**src/rtl/fifo_read_adapter_if.sv**
```systemverilog
// Bundle of FIFO read-port and output-stream signals for fifo_read_adapter.
// The master modport is the adapter's view. The slave modport is the view of the
// surrounding FIFO plus the stream consumer.
interface fifo_read_adapter_if #(
  parameter int unsigned FIFO_WIDTH = 16,
  parameter int unsigned CNT_WIDTH  = 32
);

  // FIFO read side
  logic                  fifo_empty;
  logic                  fifo_underflow;
  logic [FIFO_WIDTH-1:0] fifo_data_out;
  logic                  fifo_rd_en;

  // Output stream side
  logic                  m_valid;
  logic                  m_ready;
  logic [FIFO_WIDTH-1:0] m_data;

  // Status
  logic [CNT_WIDTH-1:0]  words_out;
  logic                  err_underflow;

  modport master (
    input  fifo_empty,
    input  fifo_underflow,
    input  fifo_data_out,
    input  m_ready,
    output fifo_rd_en,
    output m_valid,
    output m_data,
    output words_out,
    output err_underflow
  );

  modport slave (
    output fifo_empty,
    output fifo_underflow,
    output fifo_data_out,
    output m_ready,
    input  fifo_rd_en,
    input  m_valid,
    input  m_data,
    input  words_out,
    input  err_underflow
  );

endinterface

```
**src/rtl/fifo_read_adapter.sv**
```systemverilog
// Read-side adapter for a synchronous FIFO with one cycle of read latency.
// It issues rd_en, captures the returned word one cycle later into a 2-entry
// buffer, and re-presents the words on a valid/ready stream at one word per cycle.
// It also counts delivered words and keeps a sticky underflow error flag.
module fifo_read_adapter #(
  parameter int unsigned FIFO_WIDTH = 16,
  parameter int unsigned CNT_WIDTH  = 32
) (
  input logic                 clk,
  input logic                 rst,
  fifo_read_adapter_if.master bus
);

  logic [FIFO_WIDTH-1:0] buf_mem_q [2];
  logic                  wr_ptr_q, wr_ptr_d;
  logic                  rd_ptr_q, rd_ptr_d;
  logic [1:0]            count_q, count_d;
  logic                  inflight_q, inflight_d;
  logic [CNT_WIDTH-1:0]  words_q, words_d;
  logic                  err_q, err_d;

  logic                  pop;
  logic [2:0]            occ;
  logic                  rd_en;

  // Next-state logic, plus the combinational read strobe.
  // The read strobe counts the word leaving this cycle as free space.
  // This keeps the pipeline full, so throughput is one word per cycle.
  always_comb begin
    pop        = (count_q != 2'd0) && bus.m_ready;
    occ        = {1'b0, count_q} + {2'b00, inflight_q} - {2'b00, pop};
    rd_en      = !rst && !bus.fifo_empty && (occ < 3'd2);

    count_d    = occ[1:0];
    inflight_d = rd_en;
    wr_ptr_d   = wr_ptr_q ^ inflight_q;
    rd_ptr_d   = rd_ptr_q ^ pop;
    words_d    = words_q + CNT_WIDTH'(pop);
    err_d      = err_q | bus.fifo_underflow;
  end

  // Control state, with synchronous reset. Reset also drops an in-flight word.
  always_ff @(posedge clk) begin
    if (rst) begin
      count_q    <= 2'd0;
      inflight_q <= 1'b0;
      wr_ptr_q   <= 1'b0;
      rd_ptr_q   <= 1'b0;
      words_q    <= '0;
      err_q      <= 1'b0;
    end else begin
      count_q    <= count_d;
      inflight_q <= inflight_d;
      wr_ptr_q   <= wr_ptr_d;
      rd_ptr_q   <= rd_ptr_d;
      words_q    <= words_d;
      err_q      <= err_d;
    end
  end

  // Capture the FIFO word that returns one cycle after the read strobe.
  always_ff @(posedge clk) begin
    if (!rst && inflight_q) begin
      buf_mem_q[wr_ptr_q] <= bus.fifo_data_out;
    end
  end

  assign bus.fifo_rd_en    = rd_en;
  assign bus.m_valid       = (count_q != 2'd0);
  assign bus.m_data        = buf_mem_q[rd_ptr_q];
  assign bus.words_out     = words_q;
  assign bus.err_underflow = err_q;

endmodule

```
**src/flat_wrapper.sv**
```systemverilog
// flat-port wrapper written by rule: the top's interface ports become plain ports
module fifo_read_adapter_flat 
#(
  parameter int unsigned FIFO_WIDTH = 16,
  parameter int unsigned CNT_WIDTH  = 32
)
  (clk, rst, bus_fifo_empty, bus_fifo_underflow, bus_fifo_data_out, bus_m_ready, bus_fifo_rd_en, bus_m_valid, bus_m_data, bus_words_out, bus_err_underflow);
  fifo_read_adapter_if #(.FIFO_WIDTH(FIFO_WIDTH), .CNT_WIDTH(CNT_WIDTH)) bus_i ();
  input logic clk;
  input logic rst;
  input wire logic [$bits(bus_i.fifo_empty)-1:0] bus_fifo_empty;
  input wire logic [$bits(bus_i.fifo_underflow)-1:0] bus_fifo_underflow;
  input wire logic [$bits(bus_i.fifo_data_out)-1:0] bus_fifo_data_out;
  input wire logic [$bits(bus_i.m_ready)-1:0] bus_m_ready;
  output wire logic [$bits(bus_i.fifo_rd_en)-1:0] bus_fifo_rd_en;
  output wire logic [$bits(bus_i.m_valid)-1:0] bus_m_valid;
  output wire logic [$bits(bus_i.m_data)-1:0] bus_m_data;
  output wire logic [$bits(bus_i.words_out)-1:0] bus_words_out;
  output wire logic [$bits(bus_i.err_underflow)-1:0] bus_err_underflow;
  assign bus_i.fifo_empty = bus_fifo_empty;
  assign bus_i.fifo_underflow = bus_fifo_underflow;
  assign bus_i.fifo_data_out = bus_fifo_data_out;
  assign bus_i.m_ready = bus_m_ready;
  assign bus_fifo_rd_en = bus_i.fifo_rd_en;
  assign bus_m_valid = bus_i.m_valid;
  assign bus_m_data = bus_i.m_data;
  assign bus_words_out = bus_i.words_out;
  assign bus_err_underflow = bus_i.err_underflow;
  fifo_read_adapter #(.FIFO_WIDTH(FIFO_WIDTH), .CNT_WIDTH(CNT_WIDTH)) u_core (.clk(clk), .rst(rst), .bus(bus_i));
endmodule
```
**config.mk**
```make
export PLATFORM = sky130hd
export DESIGN_NAME = fifo_read_adapter_flat
export DESIGN_NICKNAME = d
export VERILOG_FILES = /design/src/rtl/fifo_read_adapter_if.sv /design/src/rtl/fifo_read_adapter.sv /design/src/flat_wrapper.sv
export SDC_FILE = /design/constraint.sdc
export NUM_CORES = 1
export LEC_CHECK = 0
export ABC_AREA = 1
export BUFFER_PORTS_ARGS = -buffer_cell sky130_fd_sc_hd__buf_2
export CAP_MARGIN = 0
export CORE_MARGIN = 2
export CORE_UTILIZATION = 53
export CTS_CLUSTER_SIZE = 24
export DETAILED_ROUTE_END_ITERATION = 10
export PLACE_DENSITY = 0.89
export REMOVE_ABC_BUFFERS = 1
export SETUP_SLACK_MARGIN = 0.2
export SLEW_MARGIN = 20
export SYNTH_ARGS = -nofsm -noshare
export SYNTH_HDL_FRONTEND = slang
export SYNTH_SLANG_ARGS = --single-unit
```
**constraint.sdc**
```tcl
create_clock -name clk -period 2.8 [get_ports clk]
set_clock_uncertainty 0.1 [all_clocks]
set_input_delay 0.28 -clock clk [delete_from_list [all_inputs] [get_ports clk]]
set_output_delay 0.28 -clock clk [all_outputs]
set_load 0.05 [all_outputs]
```
==> results of run 1 <==
[worst max-delay path by stage]
stage,slack [ns],startpoint,depth (start not counted),to
CTS,0.007,u_core.count_q[1],11,bus_fifo_rd_en
finish,0.15,u_core.count_q[0],10,bus_fifo_rd_en
global placement,0.38,u_core.count_q[1],10,bus_fifo_rd_en
global route,0.1,u_core.count_q[0],11,bus_fifo_rd_en
detailed placement,0.20,u_core.count_q[1],11,bus_fifo_rd_en
floorplan,-0.99,u_core.count_q[1],9,bus_fifo_rd_en
[cells in the final DEF (no fill, tap or decap), drive strengths merged, types with 2 or more instances in the layout]
cell,instances
nand2,123
buf,82
nor2,74
dfxtp,38
edfxtp,32
inv,30
a21oi,23
nand3,16
clkbuf,11
o21ai,6
clkinv,4
ha,4
and2,3
or2,2
and3,2
xor2,2
o21a,2
nor3,2
nor4,2
[metal layers]
layer,track usage (%),vias to the layer above
met4,10.0,0
met5,0,-
met2,38.1,84
met3,4.56,12
met1,25.2,1197
li1,-,1356
[registers in the layout, summed over array words and instances, names as in the netlist]
register                  count
u_core.buf_mem_q             32
u_core.bus.words_out         32
u_core.count_q                2
u_core.bus.err_underflow      1
u_core.inflight_q             1
u_core.rd_ptr_q               1
u_core.wr_ptr_q               1
[through the flow]
step,setup WS (ns),util (%),std cells,instance area [sq um]
floorplan,-0.990,-,364,3100
global placement,0.384,61.6,513,3580
detailed placement,0.200,61.6,513,3580
CTS,0.00683,66.2,534,3850
global route,0.0985,66.6,537,3870
finish,0.153,66.6,537,3870
[power by group]
| part | leakage (uW) | internal (uW) | switching [uW] |
|---|---|---|---|
| clock | 0.0000907 | 406 | 355 |
| sequential | 0.000597 | 1150 | 27.7 |
| combinational | 0.00100 | 250 | 601 |
[worst max-delay path: stages (launching register included)]
cell,delay [ns]
dfxtp_2,0.32
inv_2,0.06
nand2_2,0.06
nand2_2,0.08
inv_2,0.06
ha_4,0.26
inv_2,0.04
ha_4,0.15
fa_2,0.43
nor4_2,0.24
buf_4,0.24
[cell families (layout without fill, tap and decap cells)]
logic type	count (synthesis)	in the layout	synth area share [%]
AO/OA/AOI/OAI	31	31	5.11
buffers and inverters	38	129	4.71
AND/OR/NAND/NOR	224	224	32.2
flip-flops	70	70	54.9
XOR/XNOR	3	3	0.838
adder cells (fa/ha/maj)	5	5	2.23
[final cells by class]
class | instances | area (sq um) | share of cell area (%)
sequential | 70 | 1720 | 44.5
multi-input combinational | 263 | 1320 | 34.0
clock buffer | 11 | 131 | 3.39
tap | 75 | 93.8 | 2.42
clock inverter | 5 | 51.3 | 1.32
timing repair buffer | 82 | 440 | 11.4
inverter | 31 | 116 | 3.00
[what timing repair did]
item / in CTS / in global routing
resized for setup: 14 / 1
setup buffers: 5 / 3
setup endpoints to repair: 1 / 1
pin swaps: 6 / 4
==> flow_summary.toml, run 1 <==
[placed_design]
io_buffers = 71
place_congestion = 0.789
hpwl_microns = 4680

[route]
top_layer = "met4"
viasPerCell = 4.93
wl_met1_microns = 2740
wl_met3_microns = 410
wl_met2_microns = 3320
avgRoutedWirePerCell_microns = 12.2
vias = 2649
drt_iter0_markers = 152
drtPass1Iterations = 4
drt-total-wl_microns = 6580
ant_nets = 0
drc = 0

[global_routing]
grt_max_degree = 25
grt_pass1_wl_microns = 10700
grt_pass1_vias = 2450
antenna_found_initial = 0
grt_usage_pct = 21.7
grt_overflow = 0

[floorplanning]
ios = 72
coreArea_sq_um = 5820
fp.dieH_microns = 80.9
rows = 28
die_area_sq_um = 6550
start_util_pct = 53.9
fp.dieW_microns = 80.9

[power_and_ir_drop]
powerDensity_nw_per_um2 = 719
report.power.total_uw = 2790
p_leak_uw = 0.00169
vdd_drop_max_uv = 395

[sta]
setup_viol = 0
min_period_ns = 2.65
rsz0062_at_grt = "yes"
tightest_slew_ns = 0.716
timing_hold_violations_final = 0
whs_ns = 0.0223
fmax_ghz = 0.378
finalCritPeriodShare_pct = 94.5
slew_headroom_pct = 52.2
setup_tns_ns = 0
slew_violations = 0

[synthesis]
synth_seq_area_share_pct = 54.9
ys_ff_latch = 70
yosysWarnings = 0
synth_edf_count = 32
synth_common_cells = "nand2_1, nor2_1, dfxtp_1, edfxtp_1, inv_1"
async_reset_ff_share_pct = 0
synth_most_common_cell = "nand2_1"
ys.flop_type = "dfxtp_1"
ys_types = 28
synth_top_cell_by_area = "edfxtp_1"
avgSynthCellArea_sq_um = 8.45
yosysTopAreaCellShare_pct = 30.6
synth_area_leaders = "edfxtp_1, dfxtp_1, nand2_1, nor2_1, a21oi_1"
syn_inst = 371
synth_area_sq_um = 3140

[cts]
clk_latency_ns = 0.35
cts_sinks = 70
postCtsHoldBufs = 0
cts_tree = "yes"
clockBufferDepth = 2
cts_buffers = 9
clk_pin_slew_ns = 0.07
htreeDepth = 3
cts_root_buffer = "clkbuf_8"

[hold_path]
hp-class = "primary input to flop"
min_path_cells = 1
min_to = "u_core.buf_mem_q[0][11]"
hold_path.startpoint = "bus_fifo_data_out[11]"

[outcome]
status = "finished clean"

[flow_run]
drv_cap = 0

[final_layout]
diodes = 0
layout.nets = 483
fillCellCount = 476
drive_gt1_share_pct = 28.4
syn_to_final_growth_pct = 23.6

[setup_path]
r2r-end = "u_core.bus.words_out[12]"
worst_setup_path_start_kind = "flop"
end_kind = "primary output"
rr_startpoint = "u_core.count_q[0]"
cp.required_ns = 2.42
rrSetupSlack_ns = 0.77
arrival_ns = 2.27
path_max_fanout = 2
crit_type = "flop to primary output"
reg2regPathDepth = 13
Power figures use the tool's default switching activity.
==> inputs of run 2 (changes only) <==
--- a/config.mk
+++ b/config.mk
@@ -13,5 +13,5 @@
 export CTS_CLUSTER_SIZE = 24
 export DETAILED_ROUTE_END_ITERATION = 10
-export PLACE_DENSITY = 0.89
+export PLACE_DENSITY = 0.79
 export REMOVE_ABC_BUFFERS = 1
 export SETUP_SLACK_MARGIN = 0.2
==> constraint.sdc (replaced) <==
create_clock -name clk -period 2.8 [get_ports clk]
set_clock_uncertainty 0.1 [all_clocks]
set_input_delay 0.28 -clock clk [delete_from_list [all_inputs] [get_ports clk]]
set_output_delay 0.28 -clock clk [all_outputs]
set_load 0.01 [all_outputs]
==> flow_summary.toml, run 2 (synthesized netlist as in run 1, its figures left out) <==
[final_layout]
drive_gt1_share_pct = 29.2
fillCellCount = 513
design_area_sq_um = 3930
syn_to_final_growth_pct = 25.2
diodes = 0
finalNonFillerCells = 540
final_cell_mix = "nand2_1, buf_2, nor2_1, dfxtp_1, edfxtp_1"
layout.nets = 486
final_common_cell = "nand2_1"
multi_input_area_sq_um = 1320
regArea_sq_um = 1720

[sta]
slew_violations = 0
setup_viol = 0
tightest_slew_ns = 0.714
fmax_ghz = 0.367
setup_ws_ns = 0.0732
rsz0062_at_grt = "yes"
finalCritPeriodShare_pct = 97.4
timing_hold_violations_final = 0
slew_headroom_pct = 52.3
min_period_ns = 2.73
whs_ns = 0.0240
setup_tns_ns = 0

[global_routing]
grt_pass1_wl_microns = 10700
grt_pass1_vias = 2486
antenna_found_initial = 0
grt_overflow = 0
grt_usage_pct = 21.6
grt_max_degree = 25

[placed_design]
hpwl_microns = 4560
placed_cell_area_sq_um = 3580
place_congestion = 0.836
dp_slack_ns = 0.407
dpl.cell_count = 513
io_buffers = 71

[flow_run]
drv_cap = 0

[setup_path]
critPathMaxStageDelay_ns = 0.36
path_cells = "inv_2 > nand2_2 > nand2_2 > inv_2 > ha_4 > inv_2 > ha_4 > fa_2 > xnor2_2 > nor4_2 > buf_2"
path_max_fanout = 2
slowest_stage = "fa_2"
critPathBufInv = 4
crit_family = "adder cells"
arrival_ns = 2.35
cpMostUsedCell = "inv_2"
worst_setup_path_start_kind = "flop"
cp.required_ns = 2.42
end_kind = "primary output"
crit_type = "flop to primary output"

[route]
viasPerCell = 4.90
drt-total-wl_microns = 6820
vias = 2646
avgRoutedWirePerCell_microns = 12.6
ant_nets = 0
drt_iter0_markers = 114
drc = 0
drtPass1Iterations = 4

[cts]
cts_buffers = 9
cts_tree = "yes"
cts_root_buffer = "clkbuf_8"
clk_latency_ns = 0.34
cts_sinks = 70
htreeDepth = 3
clockBufferDepth = 2
clk_pin_slew_ns = 0.08

[floorplanning]
die_area_sq_um = 6550
coreArea_sq_um = 5820
fp.dieH_microns = 80.9
start_util_pct = 53.9
fp.dieW_microns = 80.9
ios = 72
rows = 28

[power_and_ir_drop]
p_sw_share_pct = 27.8
clkPwrFrac_pct = 32.9
vdd_drop_max_uv = 436
combPwrFrac_pct = 22.6
p_int_uw = 1920
p_leak_uw = 0.00172
powerDensity_nw_per_um2 = 675
p_sw_uw = 737
power_frac_seq_pct = 44.5

[hold_path]
hp-class = "primary input to flop"

[outcome]
status = "finished clean"
==> run 2: cell types whose count changed in the layout (fill, tap and decap cells not counted) <==
cell       before  now
clkinv_4        0    1
buf_2          70   71
bufinv_16       1    2
buf_4          12   14
clkinv_1        2    1
clkbuf_1        2    1
==> run 2: power groups by stage <==
stage | Combinational [uW] | Sequential, uW | Clock [uW]
after global routing | 660 | 1180 | 931
final | 600 | 1180 | 873
after detailed placement | 432 | 1190 | 0
after floorplan | 247 | 1200 | 0
after CTS | 506 | 1180 | 888
after global placement | 413 | 1190 | 0
==> run 2: layout make-up <==
| class | instances | area share (%) |
|---|---|---|
| Clock buffer | 10 | 3.25 |
| Inverter | 31 | 2.96 |
| Multi-Input combinational cell | 263 | 33.6 |
| Sequential cell | 70 | 43.9 |
| Timing Repair Buffer | 85 | 11.7 |
| Clock inverter | 6 | 2.20 |
| Tap cell | 75 | 2.39 |
==> run 2: layer usage <==
layer  GRT usage, %  vias to the layer above  share of wire [%]
met1           25.0                     1197                 42
met3           4.33                       14                5.9
met4           12.2                        0                2.4
met5              0                        -                  0
met2           37.3                       76                 49
li1               -                     1359                  -
==> run 2: final timing paths <==
path                                                from                  endpoint  slack [ns]  cells after the start
worst max-delay path                   u_core.count_q[1]            bus_fifo_rd_en        0.07                     11
worst min-delay path                bus_fifo_data_out[1]    u_core.buf_mem_q[1][1]        0.02                      1
worst max register to register         u_core.count_q[1]  u_core.bus.words_out[12]        0.62                     14
worst min register to register  u_core.bus.err_underflow  u_core.bus.err_underflow        0.37                      2
==> run 2: worst register-to-register path, delay by kind of cell, from the launching register on <==
| family | cells | cell delay (ns) |
|---|---|---|
| adder cells (fa/ha/maj) | 2 | 0.40 |
| buffers and inverters | 4 | 0.39 |
| flip-flops | 1 | 0.34 |
| AND/OR/NAND/NOR | 8 | 0.86 |
==> run 2: metrics by stage <==
stage / utilization [%] / total power, uW
floorplan: - / 1450
global placement: 61.6 / 1600
detailed placement: 61.6 / 1630
CTS: 66.6 / 2570
global route: 67.5 / 2770
finish: 67.5 / 2650
==> run 2: repair_timing <==
item	in CTS	in global routing
gates cloned	0	0
hold buffers	0	0
endpoints found under the setup margin	1	1
pin swaps	5	5
resized for setup	11	3
buffers inserted	6	5
==> inputs of run 3 (changes only) <==
Settings changed: CELL_PAD_IN_SITES_DETAIL_PLACEMENT from default to 1, CELL_PAD_IN_SITES_GLOBAL_PLACEMENT from default to 2, CORE_UTILIZATION 53 to 31, PLACE_DENSITY 0.79 to default, PLACE_DENSITY_LB_ADDON from default to 0.1, SLEW_MARGIN 20 to default.
==> flow_summary.toml, run 3 (synthesized netlist as in run 1, its figures left out) <==
[outcome]
status = "finished clean"

[final_layout]
drive_gt1_share_pct = 28.2
final_cell_mix = "nand2_1, buf_2, nor2_1, dfxtp_1, edfxtp_1"
fillCellCount = 1200
syn_to_final_growth_pct = 28.3
layout.nets = 485
final_common_cell = "nand2_1"
diodes = 0

[floorplanning]
fp.dieH_microns = 105
die_area_sq_um = 10900
start_util_pct = 32.1
ios = 72
rows = 36
fp.dieW_microns = 105
coreArea_sq_um = 9770

[sta]
rsz0062_at_grt = "yes"
setup_ws_ns = 0.216
finalCritPeriodShare_pct = 92.3
setup_viol = 0
slew_headroom_pct = 47.4
tightest_slew_ns = 0.788
slew_violations = 0
fmax_ghz = 0.387
min_period_ns = 2.58
timing_hold_violations_final = 0
setup_tns_ns = 0

[setup_path]
cp.required_ns = 2.42
cpMostUsedCell = "inv_2"
end_kind = "primary output"
path_cells = "inv_2 > nand2_2 > nand2_2 > inv_2 > ha_4 > inv_2 > ha_4 > fa_2 > xnor2_2 > nor4_1 > buf_2"
critPathMaxStageDelay_ns = 0.35
path_max_fanout = 2
slowest_stage = "fa_2"
worst_setup_path_start_kind = "flop"
rrSetupSlack_ns = 0.66
rr_startpoint = "u_core.count_q[1]"
arrival_ns = 2.20
crit_type = "flop to primary output"
reg2regPathDepth = 14
r2r-end = "u_core.bus.words_out[12]"

[power_and_ir_drop]
clkPwrFrac_pct = 36.7
p_sw_uw = 726
p_leak_uw = 0.00173
power_frac_seq_pct = 43.1
powerDensity_nw_per_um2 = 679
combPwrFrac_pct = 20.3
vdd_drop_max_uv = 283
p_sw_share_pct = 26.6
p_int_uw = 2000

[hold_path]
hp-class = "primary input to flop"
min_path_cells = 1
hold_path.startpoint = "bus_fifo_data_out[0]"
min_to = "u_core.buf_mem_q[1][0]"

[cts]
cts_buffers = 9
clk_pin_slew_ns = 0.08
clockBufferDepth = 2
cts_root_buffer = "clkbuf_8"
htreeDepth = 3
clk_latency_ns = 0.34
cts_tree = "yes"
cts_sinks = 70

[global_routing]
antenna_found_initial = 0
grt_max_degree = 25
grt_pass1_vias = 2698
grt_usage_pct = 15.4
grt_overflow = 0
grt_pass1_wl_microns = 13300

[placed_design]
io_buffers = 71
place_congestion = 0.714
hpwl_microns = 5770
dp_slack_ns = 0.392

[route]
viasPerCell = 4.43
ant_nets = 0
drt_iter0_markers = 89
drtPass1Iterations = 4
vias = 2646
avgRoutedWirePerCell_microns = 13.2
drc = 0
drt-total-wl_microns = 7890

[flow_run]
drv_cap = 0
run 3: worst max-delay path by stage:
stage | start | to | slack (ns) | cells after the start
3_3_place_gp | u_core.count_q[1] | bus_fifo_rd_en | 0.48 | 10
3_5_place_dp | u_core.count_q[1] | bus_fifo_rd_en | 0.39 | 10
4_1_cts | u_core.count_q[1] | bus_fifo_rd_en | 0.15 | 10
5_1_grt | u_core.count_q[1] | bus_fifo_rd_en | 0.11 | 11
2_1_floorplan | u_core.count_q[1] | bus_fifo_rd_en | 0.42 | 9
6_report | u_core.count_q[1] | bus_fifo_rd_en | 0.22 | 11
run 3: cell type report:
cell class                 count  area, sq um  share of cell area [%]
clock buffer                  10          138                    3.42
clock inverter                 6          109                    2.71
inverter                      31          116                    2.89
multi-input combinational    263         1310                    32.6
sequential                    70         1720                    42.8
tap                          133          166                    4.14
timing repair buffer          84          458                    11.4
run 3: through the flow:
stage	utilization, %	instance area [sq um]	std cells	power (uW)	hold WS [ns]
floorplan	-	3100	364	1450	0.249
global placement	37.4	3650	571	1620	0.342
detailed placement	37.4	3650	571	1640	0.359
CTS	40.8	3990	594	2720	0.00530
global route	41.1	4020	597	2880	0.0131
finish	41.1	4020	597	2730	0.0257
run 3: critical path, delay by kind of cell, from the launching register on:
kind,cells,cell delay (ns)
xor+xnor,1,0.14
buf+inv,4,0.33
flops,1,0.33
fa+ha+maj,3,0.76
simple gates,3,0.29
run 3: power by group through the flow:
| stage | logic (uW) | clock network [uW] | registers (uW) |
|---|---|---|---|
| global placement | 431 | 0 | 1190 |
| global route | 625 | 1070 | 1180 |
| finish | 554 | 1000 | 1180 |
| floorplan | 247 | 0 | 1200 |
| detailed placement | 443 | 0 | 1200 |
| CTS | 509 | 1030 | 1180 |
run 3: metal layers:
metal	GRT usage, %	wire length [microns]	vias up
met4	6.57	141	0
met5	0	0	-
li1	-	-	1358
met1	18.4	3560	1223
met3	2.81	298	12
met2	27.3	3890	53
run 3: timing repair:
item                                   in CTS  in global routing
setup endpoints to repair                   1                  1
hold buffers                                2                  0
endpoints found under the hold margin       3                  0
resized for setup                          10                  2
setup buffers                               5                  3
pin swaps                                   5                  5
